`config.mk`:
```
export PLATFORM = sky130hd
export DESIGN_NAME = trig_buffer_alloc_flat
export DESIGN_NICKNAME = d
export VERILOG_FILES = /design/src/rtl/trig_buffer_pkg.sv /design/src/rtl/trig_buffer_alloc_if.sv /design/src/rtl/buf_ring_ptr.sv /design/src/rtl/trig_buffer_alloc.sv /design/src/flat_wrapper.sv
export SDC_FILE = /design/constraint.sdc
export NUM_CORES = 1
export LEC_CHECK = 0
export BUFFER_PORTS_ARGS = -buffer_cell sky130_fd_sc_hd__buf_4
export CELL_PAD_IN_SITES_DETAIL_PLACEMENT = 0
export CELL_PAD_IN_SITES_GLOBAL_PLACEMENT = 1
export CORE_MARGIN = 8
export CORE_UTILIZATION = 44
export DETAILED_ROUTE_END_ITERATION = 12
export PLACE_DENSITY = 0.82
export SYNTH_ARGS = -nofsm -noshare
export SYNTH_HDL_FRONTEND = slang
export SYNTH_HIERARCHICAL = 1
export SYNTH_SLANG_ARGS = --single-unit
```
`constraint.sdc`:
```
create_clock -name sys_clk_i -period 3.3 [get_ports sys_clk_i]
set_input_delay 0.495 -clock sys_clk_i [delete_from_list [all_inputs] [get_ports sys_clk_i]]
set_output_delay 0.495 -clock sys_clk_i [all_outputs]
set_load 0.005 [all_outputs]
```
`src/rtl/trig_buffer_pkg.sv`:
```
// Shared widths and types for the trigger buffer allocator.
package trig_buffer_pkg;

    localparam int MAX_NBUF = 16;

    // $clog2 that never returns 0, so single-bit indices stay legal.
    function automatic int clog2_safe(input int n);
        return (n <= 2) ? 1 : $clog2(n);
    endfunction

    localparam int IDX_W = clog2_safe(MAX_NBUF);

    typedef struct packed {
        logic             valid;
        logic [IDX_W-1:0] idx;
    } buf_evt_t;

endpackage

```
`src/rtl/trig_buffer_alloc_if.sv`:
```
// Control inputs and status/event outputs of the trigger buffer allocator.
interface trig_buffer_alloc_if
    import trig_buffer_pkg::*;
#(
    parameter int NBUF      = 4,
    parameter int OCC_WIDTH = 32
);
    localparam int BUFBITS = clog2_safe(NBUF);
    localparam int CNTBITS = clog2_safe(NBUF + 1);

    logic                 pps_i;
    logic                 runrst_i;
    logic                 runstop_i;
    logic                 trig_i;
    logic                 last_flag_i;
    logic                 panic_i;
    logic                 trig_valid_o;
    logic [BUFBITS-1:0]   trig_buf_o;
    logic                 release_valid_o;
    logic [BUFBITS-1:0]   release_buf_o;
    logic [NBUF-1:0]      held_o;
    logic [CNTBITS-1:0]   held_count_o;
    logic                 dead_o;
    logic [OCC_WIDTH-1:0] occupancy_o;
    logic                 occupancy_valid_o;
    logic                 surf_err_o;
    logic                 turf_err_o;

    modport master (
        output pps_i, runrst_i, runstop_i, trig_i, last_flag_i, panic_i,
        input  trig_valid_o, trig_buf_o, release_valid_o, release_buf_o,
               held_o, held_count_o, dead_o, occupancy_o, occupancy_valid_o,
               surf_err_o, turf_err_o
    );

    modport slave (
        input  pps_i, runrst_i, runstop_i, trig_i, last_flag_i, panic_i,
        output trig_valid_o, trig_buf_o, release_valid_o, release_buf_o,
               held_o, held_count_o, dead_o, occupancy_o, occupancy_valid_o,
               surf_err_o, turf_err_o
    );

endinterface

```
`src/rtl/buf_ring_ptr.sv`:
```
// Modulo-N ring pointer: synchronous clear wins over increment, wraps N-1 -> 0.
module buf_ring_ptr #(
    parameter int N = 4,
    parameter int W = (N > 2) ? $clog2(N) : 1
) (
    input  logic         clk,
    input  logic         rst,
    input  logic         clr,
    input  logic         inc,
    output logic [W-1:0] ptr
);

    always_ff @(posedge clk or posedge rst) begin
        if (rst) begin
            ptr <= '0;
        end else if (clr) begin
            ptr <= '0;
        end else if (inc) begin
            ptr <= (ptr == W'(N - 1)) ? '0 : ptr + 1'b1;
        end
    end

endmodule

```
`src/rtl/trig_buffer_alloc.sv`:
```
// Round-robin SURF buffer allocation on trigger, in-order release on event complete,
// with deadtime, sticky error flags and a per-PPS occupancy integral. 1-cycle registered outputs.
module trig_buffer_alloc
    import trig_buffer_pkg::*;
#(
    parameter int NBUF        = 4,
    parameter int DEAD_THRESH = NBUF,
    parameter int OCC_WIDTH   = 32
) (
    input logic                sys_clk_i,
    input logic                sys_rst_i,
    trig_buffer_alloc_if.slave bus
);

    localparam int BUFBITS = clog2_safe(NBUF);
    localparam int CNTBITS = clog2_safe(NBUF + 1);

    logic                 running;
    logic [CNTBITS-1:0]   count;
    logic [NBUF-1:0]      held;
    logic [BUFBITS-1:0]   wr_ptr;
    logic [BUFBITS-1:0]   rd_ptr;
    logic [OCC_WIDTH-1:0] acc;
    logic [OCC_WIDTH-1:0] occ;
    logic                 occ_valid;
    logic                 trig_valid;
    logic [BUFBITS-1:0]   trig_buf;
    logic                 rel_valid;
    logic [BUFBITS-1:0]   rel_buf;
    logic                 dead;
    logic                 surf_err;
    logic                 turf_err;

    logic                 full;
    logic                 empty;
    logic                 do_alloc;
    logic                 do_rel;
    logic                 run_next;
    logic [CNTBITS-1:0]   next_count;
    logic [NBUF-1:0]      next_held;
    logic [OCC_WIDTH:0]   acc_wide;
    logic [OCC_WIDTH-1:0] acc_sat;

    buf_ring_ptr #(.N(NBUF), .W(BUFBITS)) u_wr_ptr (
        .clk (sys_clk_i),
        .rst (sys_rst_i),
        .clr (bus.runrst_i),
        .inc (do_alloc),
        .ptr (wr_ptr)
    );

    buf_ring_ptr #(.N(NBUF), .W(BUFBITS)) u_rd_ptr (
        .clk (sys_clk_i),
        .rst (sys_rst_i),
        .clr (bus.runrst_i),
        .inc (do_rel),
        .ptr (rd_ptr)
    );

    // Allocation and release are judged independently against the pre-cycle count.
    always_comb begin
        full       = (count == CNTBITS'(NBUF));
        empty      = (count == '0);
        do_alloc   = bus.trig_i && !full && !bus.runrst_i;
        do_rel     = bus.last_flag_i && !empty && !bus.runrst_i;
        run_next   = bus.runrst_i ? 1'b1 : (bus.runstop_i ? 1'b0 : running);
        next_count = count;
        next_held  = held;
        if (do_alloc) begin
            next_count          = next_count + 1'b1;
            next_held[wr_ptr]   = 1'b1;
        end
        if (do_rel) begin
            next_count          = next_count - 1'b1;
            next_held[rd_ptr]   = 1'b0;
        end
        if (bus.runrst_i) begin
            next_count = '0;
            next_held  = '0;
        end
        acc_wide = {1'b0, acc} + {{(OCC_WIDTH + 1 - CNTBITS){1'b0}}, count};
        acc_sat  = acc_wide[OCC_WIDTH] ? '1 : acc_wide[OCC_WIDTH-1:0];
    end

    always_ff @(posedge sys_clk_i or posedge sys_rst_i) begin
        if (sys_rst_i) begin
            running    <= 1'b0;
            count      <= '0;
            held       <= '0;
            acc        <= '0;
            occ        <= '0;
            occ_valid  <= 1'b0;
            trig_valid <= 1'b0;
            trig_buf   <= '0;
            rel_valid  <= 1'b0;
            rel_buf    <= '0;
            dead       <= 1'b0;
            surf_err   <= 1'b0;
            turf_err   <= 1'b0;
        end else begin
            running    <= run_next;
            count      <= next_count;
            held       <= next_held;
            trig_valid <= do_alloc;
            trig_buf   <= wr_ptr;
            rel_valid  <= do_rel;
            rel_buf    <= rd_ptr;
            dead       <= run_next && ((next_count >= CNTBITS'(DEAD_THRESH)) || bus.panic_i);
            // PPS captures the integral before a coincident run reset clears it.
            occ_valid  <= bus.pps_i;
            if (bus.pps_i) begin
                occ <= acc_sat;
            end
            acc <= (bus.pps_i || bus.runrst_i) ? '0 : acc_sat;
            if (bus.runrst_i) begin
                surf_err <= 1'b0;
                turf_err <= 1'b0;
            end else begin
                if (bus.trig_i && full && running) begin
                    turf_err <= 1'b1;
                end
                if (bus.last_flag_i && empty && running) begin
                    surf_err <= 1'b1;
                end
            end
        end
    end

    assign bus.trig_valid_o      = trig_valid;
    assign bus.trig_buf_o        = trig_buf;
    assign bus.release_valid_o   = rel_valid;
    assign bus.release_buf_o     = rel_buf;
    assign bus.held_o            = held;
    assign bus.held_count_o      = count;
    assign bus.dead_o            = dead;
    assign bus.occupancy_o       = occ;
    assign bus.occupancy_valid_o = occ_valid;
    assign bus.surf_err_o        = surf_err;
    assign bus.turf_err_o        = turf_err;

endmodule

```
`src/flat_wrapper.sv`:
```
// flat-port wrapper written by rule: the top's interface ports become plain ports
module trig_buffer_alloc_flat import trig_buffer_pkg::*;
#(
    parameter int NBUF        = 4,
    parameter int DEAD_THRESH = NBUF,
    parameter int OCC_WIDTH   = 32
)
  (sys_clk_i, sys_rst_i, bus_pps_i, bus_runrst_i, bus_runstop_i, bus_trig_i, bus_last_flag_i, bus_panic_i, bus_trig_valid_o, bus_trig_buf_o, bus_release_valid_o, bus_release_buf_o, bus_held_o, bus_held_count_o, bus_dead_o, bus_occupancy_o, bus_occupancy_valid_o, bus_surf_err_o, bus_turf_err_o);
  trig_buffer_alloc_if #(.NBUF(NBUF), .OCC_WIDTH(OCC_WIDTH)) bus_i ();
  input logic sys_clk_i;
  input logic sys_rst_i;
  input wire logic [$bits(bus_i.pps_i)-1:0] bus_pps_i;
  input wire logic [$bits(bus_i.runrst_i)-1:0] bus_runrst_i;
  input wire logic [$bits(bus_i.runstop_i)-1:0] bus_runstop_i;
  input wire logic [$bits(bus_i.trig_i)-1:0] bus_trig_i;
  input wire logic [$bits(bus_i.last_flag_i)-1:0] bus_last_flag_i;
  input wire logic [$bits(bus_i.panic_i)-1:0] bus_panic_i;
  output wire logic [$bits(bus_i.trig_valid_o)-1:0] bus_trig_valid_o;
  output wire logic [$bits(bus_i.trig_buf_o)-1:0] bus_trig_buf_o;
  output wire logic [$bits(bus_i.release_valid_o)-1:0] bus_release_valid_o;
  output wire logic [$bits(bus_i.release_buf_o)-1:0] bus_release_buf_o;
  output wire logic [$bits(bus_i.held_o)-1:0] bus_held_o;
  output wire logic [$bits(bus_i.held_count_o)-1:0] bus_held_count_o;
  output wire logic [$bits(bus_i.dead_o)-1:0] bus_dead_o;
  output wire logic [$bits(bus_i.occupancy_o)-1:0] bus_occupancy_o;
  output wire logic [$bits(bus_i.occupancy_valid_o)-1:0] bus_occupancy_valid_o;
  output wire logic [$bits(bus_i.surf_err_o)-1:0] bus_surf_err_o;
  output wire logic [$bits(bus_i.turf_err_o)-1:0] bus_turf_err_o;
  assign bus_i.pps_i = bus_pps_i;
  assign bus_i.runrst_i = bus_runrst_i;
  assign bus_i.runstop_i = bus_runstop_i;
  assign bus_i.trig_i = bus_trig_i;
  assign bus_i.last_flag_i = bus_last_flag_i;
  assign bus_i.panic_i = bus_panic_i;
  assign bus_trig_valid_o = bus_i.trig_valid_o;
  assign bus_trig_buf_o = bus_i.trig_buf_o;
  assign bus_release_valid_o = bus_i.release_valid_o;
  assign bus_release_buf_o = bus_i.release_buf_o;
  assign bus_held_o = bus_i.held_o;
  assign bus_held_count_o = bus_i.held_count_o;
  assign bus_dead_o = bus_i.dead_o;
  assign bus_occupancy_o = bus_i.occupancy_o;
  assign bus_occupancy_valid_o = bus_i.occupancy_valid_o;
  assign bus_surf_err_o = bus_i.surf_err_o;
  assign bus_turf_err_o = bus_i.turf_err_o;
  trig_buffer_alloc #(.NBUF(NBUF), .DEAD_THRESH(DEAD_THRESH), .OCC_WIDTH(OCC_WIDTH)) u_core (.sys_clk_i(sys_clk_i), .sys_rst_i(sys_rst_i), .bus(bus_i));
endmodule
```
=== Word level (Yosys, flattened, before mapping) ===
Index checks and enable logic that the tools add are counted.

* Register bits after elaboration: 86
* Output and inout bits: 49
* Word-level logic and storage cells: 76

* $add $sub $neg: 5
* Magnitude comparators: 5
* Eq/ne operators: 3
* Multiplexer cells: 24
* Bitwise operators: 3
* Reduce and logical (&&, ||, !) cells: 21

{| class="wikitable"
|+ Operators by type and width
! kind !! number
|-
| 2-to-1 mux 32 bit || 2
|-
| adder 32 x 3 -> 33 bit || 1
|-
| 2-to-1 mux 2 bit || 6
|-
| 2-to-1 mux 4 bit || 3
|-
| logical AND 1 bit || 11
|-
| 2-to-1 mux 3 bit || 3
|-
| 2-to-1 mux 1 bit || 8
|-
| nonzero test 2 bit || 4
|-
| < comparator 2 x 3 -> 1 bit, second input constant || 2
|-
| adder 2 x 1 -> 2 bit, second input constant || 2
|-
| bitwise AND 4 bit || 1
|-
| demux 1 bit (select 2 bit) || 2
|-
| == test 2 bit, second input constant || 2
|-
| >= comparator 2 x 1 -> 1 bit, second input constant || 2
|-
| NOT 4 bit || 1
|-
| bitwise OR 4 bit || 1
|-
| adder 3 x 1 -> 3 bit, second input constant || 1
|-
| == test 3 bit, second input constant || 1
|-
| >= comparator 3 bit, second input constant || 1
|-
| zero test 1 bit || 3
|-
| zero test 3 bit || 1
|-
| subtractor 3 x 1 -> 3 bit, second input constant || 1
|-
| logical OR 1 bit || 2
|}

=== Longest topological paths before layout ===
* Depth in word-level cells: 11
* Depth in mapped cells: 11
* Depth with buffers taken out: 10

=== By module ===
Netlist, hierarchy kept.

{| class="wikitable"
|+ Modules (own cells, without submodules)
! module !! instances !! cells each !! area each (µm²)
|-
| trig_buffer_alloc || 1 || 361 || 3744.8
|-
| buf_ring_ptr || 2 || 9 || 103.8
|}

=== Worst setup path after synthesis ===
No wires, ideal clock.

* Path kind: register to register
* Start point: register u_core.count[0] (netlist: u_core/bus.held_count_o[0])
* End point: register u_core.occ[31] (netlist: u_core/bus.occupancy_o[31])
* Arrival: 2.176 ns
* Slack: 1.003 ns
* Cell stages (with the launch flop): 8
* Path buffers: 0
* Path through: dfrtp_1 -> ha_1 -> fa_1 -> a21o_1 -> nand2_1 -> nor4_4 -> or4b_1 -> o211a_1

* Longest elaborated chain between the ends: 2

{| class="wikitable"
|+ RTL lines
! element !! RTL line !! source
|-
| start: declaration || trig_buffer_alloc.sv:19 || <nowiki>logic [CNTBITS-1:0] count;</nowiki>
|-
| start signal: assignment || trig_buffer_alloc.sv:102 || <nowiki>count <= next_count;</nowiki>
|-
| adder 32 x 3 -> 33 bit || trig_buffer_alloc.sv:81 || <nowiki>acc_wide = {1'b0, acc} + {{(OCC_WIDTH + 1 - CNTBITS){1'b0}}, count};</nowiki>
|-
| 2-to-1 mux 32 bit || trig_buffer_alloc.sv:82 || <nowiki>acc_sat = acc_wide[OCC_WIDTH] ? '1 : acc_wide[OCC_WIDTH-1:0];</nowiki>
|-
| end signal: assignment || trig_buffer_alloc.sv:112 || <nowiki>occ <= acc_sat;</nowiki>
|-
| end: declaration || trig_buffer_alloc.sv:24 || <nowiki>logic [OCC_WIDTH-1:0] occ;</nowiki>
|}

Every way passes these cells.
A chain may end at the register's enable or synchronous reset.

=== Worst setup path after layout ===
* Start point: register u_core.count[0] (netlist: u_core/bus.held_count_o[0])
* End point: register u_core.occ[12] (netlist: u_core/bus.occupancy_o[12])

Same word-level chain as after synthesis.

==> run_results.csv <==
group,metric,value,unit
timing,hold_viol_final,0,
route,routedWlPerCell,15.76,um
clock_tree,htreeDepth,3,
route,drtIter0Drc,128,
final_layout,utilization,0.5307,
route,routed_wl,8618,um
synthesis,yosysSeqAreaShare,0.5445,
setup_path,crit_chain,"ha_1 > fa_1 > a21o_1 > nand2_1 > nor4_4 > nor2b_1 > a21oi_1",
clock_tree,cts_tree,"yes",
final_layout,drive_above_1_share,0.1936,
route,vias,2894,
final_layout,nNetsFinal,451,
power,max-vdd-ir-drop,0.2524,mV
final_layout,syn_to_final_growth,17.09,%
flow_run,drv_cap,0,
setup_path,worstSetupPathType,"reg -> reg",
hold_path,min_from,"bus_panic_i",
synthesis,syn_nets,396,
synthesis,yosysWarnings,6,
setup_path,worstPathRequired,3.48,ns
place,io_buffers,56,
clock_tree,postCtsSetupBuffers,0,
timing,min_period,2.892,ns
synthesis,netlist_area,3953,um2
synthesis,ys_ff_latch,86,
place,place.gp.congestion,0.8890,
floorplan,start_util,0.4532,
hold_path,hp-class,"in -> reg",
floorplan,die_height,110.8,um
global_routing,grt_usage,0.1429,
setup_path,slowest_stage,"nor2b_1",
synthesis,synth_xor_area_frac,0.05761,
synthesis,syn_inst,379,
global_routing,first_global_vias,2969,
synthesis,synth_mux_area_frac,0.02849,
route,viasPerCell,5.291,
setup_path,cp_max_fo,14,
timing,setup_viol,0,
timing,final.period_utilization,0.8763,
floorplan,row_count,34,
clock_tree,cts.clk_slew.worst_paths,0.08,ns
timing,hold_slack,0.3549,ns
power,total_power,2299,uW
global_routing,grt_max_degree,52,
timing,relSlewSlack,0.2980,
global_routing,antenna_found_initial,0,
timing,worst_pin_slew,1.051,ns
final_layout,multi_input_area,1652,um2
setup_path,cp-end-kind,"register",
synthesis,synth_edf_count,0,
route,dr.pass1.iters,4,
setup_path,ff2ff_setup_slack,0.41,ns
final_layout,antenna_cells,0,
final_layout,fillers,784,
final_layout,ff_latch_area,2152,um2
power,p_per_area,496.7,nW/um2
outcome,status,"finished clean",
timing,drv_slew,0,
hold_path,hold-path-endpoint,"u_core/bus.dead_o",
timing,rsz0062_at_grt,"no",
synthesis,yosysUniqueCellTypes,49,
synthesis,synth-compound-area-share,0.1111,
power,leakage,0.002186,uW
synthesis,yosys_most_used_dff,"dfrtp_1",
setup_path,r2r_end,"u_core/bus.occupancy_o[12]",
synthesis,synth_top_family_by_area,"simple AND/OR/NAND/NOR gates",
setup_path,cp-start-kind,"register",
clock_tree,clockRootBuffer,"clkbuf_8",
floorplan,io_pins,57,
floorplan,coreArea,8721,um2
setup_path,max_stage_delay,0.83,ns
global_routing,grt_pass1_wl,14690,um
setup_path,arrival,3.08,ns
clock_tree,clk_latency,0.36,ns
setup_path,r2r-start,"u_core/bus.held_count_o[0]",
global_routing,overflow,0,
synthesis,syn_area_per_cell,10.43,um2
clock_tree,cts_buffers,9,
hold_path,hold_depth,2,
clock_tree,clock-sinks,86,
route,ant_nets,0,
floorplan,die_w,110.8,um
place,dp_hpwl,5982,um
timing,fin_worst_skew,0.008969,ns
setup_path,rr_worst_depth,7,
timing,final.setup.tns,0,ns
timing,fmax,345.8,MHz
route,drc,0,
synthesis,synth_adder_area_share,0.03039,
floorplan,die-area,12270,um2
clock_tree,cts_buffer_depth,2,
synthesis,async_reset_ff_frac,1.000,
synthesis,synthSimpleGateAreaFrac,0.1903,
worst max-delay path, delay by kind of cell, from the launching register on:
family / cells / cell delay, ns
compound gates: 2 / 0.39
fa+ha+maj: 2 / 0.68
flops: 1 / 0.45
simple gates: 3 / 1.19
worst max-delay path by stage:
stage | to | start | slack, ns
2_1_floorplan | u_core/acc[0] | sys_rst_i | 0.70
3_3_place_gp | u_core/bus.occupancy_o[29] | u_core/bus.held_count_o[0] | 0.56
3_5_place_dp | u_core/bus.occupancy_o[12] | u_core/bus.held_count_o[0] | 0.39
4_1_cts | u_core/bus.occupancy_o[12] | u_core/bus.held_count_o[0] | 0.40
5_1_grt | u_core/bus.occupancy_o[12] | u_core/bus.held_count_o[0] | 0.20
6_report | u_core/bus.occupancy_o[12] | u_core/bus.held_count_o[0] | 0.41
cells by family after synthesis:
family / Yosys count
buffers and inverters: 34
adders and majority gates: 9
and+or+nand+nor: 139
muxes: 11
xor gates and xnor gates: 26
DFF: 86
AOI/OAI and AO/OA: 74
final cells by class:
| type | instances | share of cell area |
|---|---|---|
| multi-input combinational | 259 | 0.3569 |
| inverter | 18 | 0.01487 |
| clock buffer | 12 | 0.03136 |
| clock inverter | 4 | 0.004866 |
| sequential | 86 | 0.4650 |
| tap | 108 | 0.02920 |
| timing repair buffer | 60 | 0.09786 |
cells in the final DEF, fill, tap and decap left out, types with 5 or more instances in the layout:
cell,count
nand2_1,13
nand3_1,8
inv_1,17
a31oi_1,7
nor3_1,5
nand4_1,13
buf_4,59
ha_1,8
nor2_1,65
mux2i_1,9
a21oi_1,45
xnor2_1,8
dfrtp_1,86
xor2_1,18
and4_1,6
clkbuf_8,10
report_power, final:
group / switching, uW / internal [uW] / leakage, uW / total [uW]
logic: 237 / 206 / 0.000956 / 444
clock network: 365 / 291 / 0.0000861 / 656
registers: 65.6 / 1130 / 0.00114 / 1200
per-stage QoR:
| step | instance area (um2) | std cells | worst slack [ns] |
|---|---|---|---|
| 6_report | 4628 | 547 | 0.4082 |
| 5_1_grt | 4628 | 547 | 0.1995 |
| 4_1_cts | 4628 | 547 | 0.3986 |
| 3_5_place_dp | 4451 | 530 | 0.3935 |
| 3_3_place_gp | 4451 | 530 | 0.5621 |
| 2_1_floorplan | 3953 | 379 | 0.6966 |
what timing repair did:
item,4_1_cts,5_1_grt
gates resized for setup,0,0
hold endpoints to repair,4,0
hold buffers,1,0
Yosys cell counts (3+ instances only):
cell      instances  share of area
xor2_1           18          0.040
dfrtp_1          86           0.54
nand4_1          13          0.021
and3_1            3         0.0047
nor2_1           65          0.062
nand2_1          13          0.012
o21ai_0           4         0.0051
mux2i_1           9          0.023
ha_1              8          0.025
a211oi_1          4         0.0076
clkbuf_1         10         0.0095
nand2b_1          3         0.0047
nand3_1           8          0.010
inv_1            18          0.017
and2_1            4         0.0063
xnor2_1           8          0.018
nor3_1            5         0.0063
a21oi_1          45          0.057
a31oi_1           7          0.011
and4_1            6          0.013
nor2b_1           3         0.0047
registers in the layout (all words and copies together) (netlist names), 2 cells and up:
signal                    cells
u_core/acc                   32
u_core/bus.occupancy_o       32
u_core/bus.held_o             4
u_core/bus.held_count_o       3
u_core/bus.release_buf_o      2
u_core/bus.trig_buf_o         2
u_core/u_rd_ptr/ptr           2
u_core/u_wr_ptr/ptr           2
layer usage:
layer,track usage,vias up,wire length (um)
met2,0.2190,68,4000
met1,0.1874,1387,4032
met5,0,-,0
li1,-,1429,-
met4,0.05495,0,115
met3,0.03842,10,470
Power figures use the tool's default switching activity.
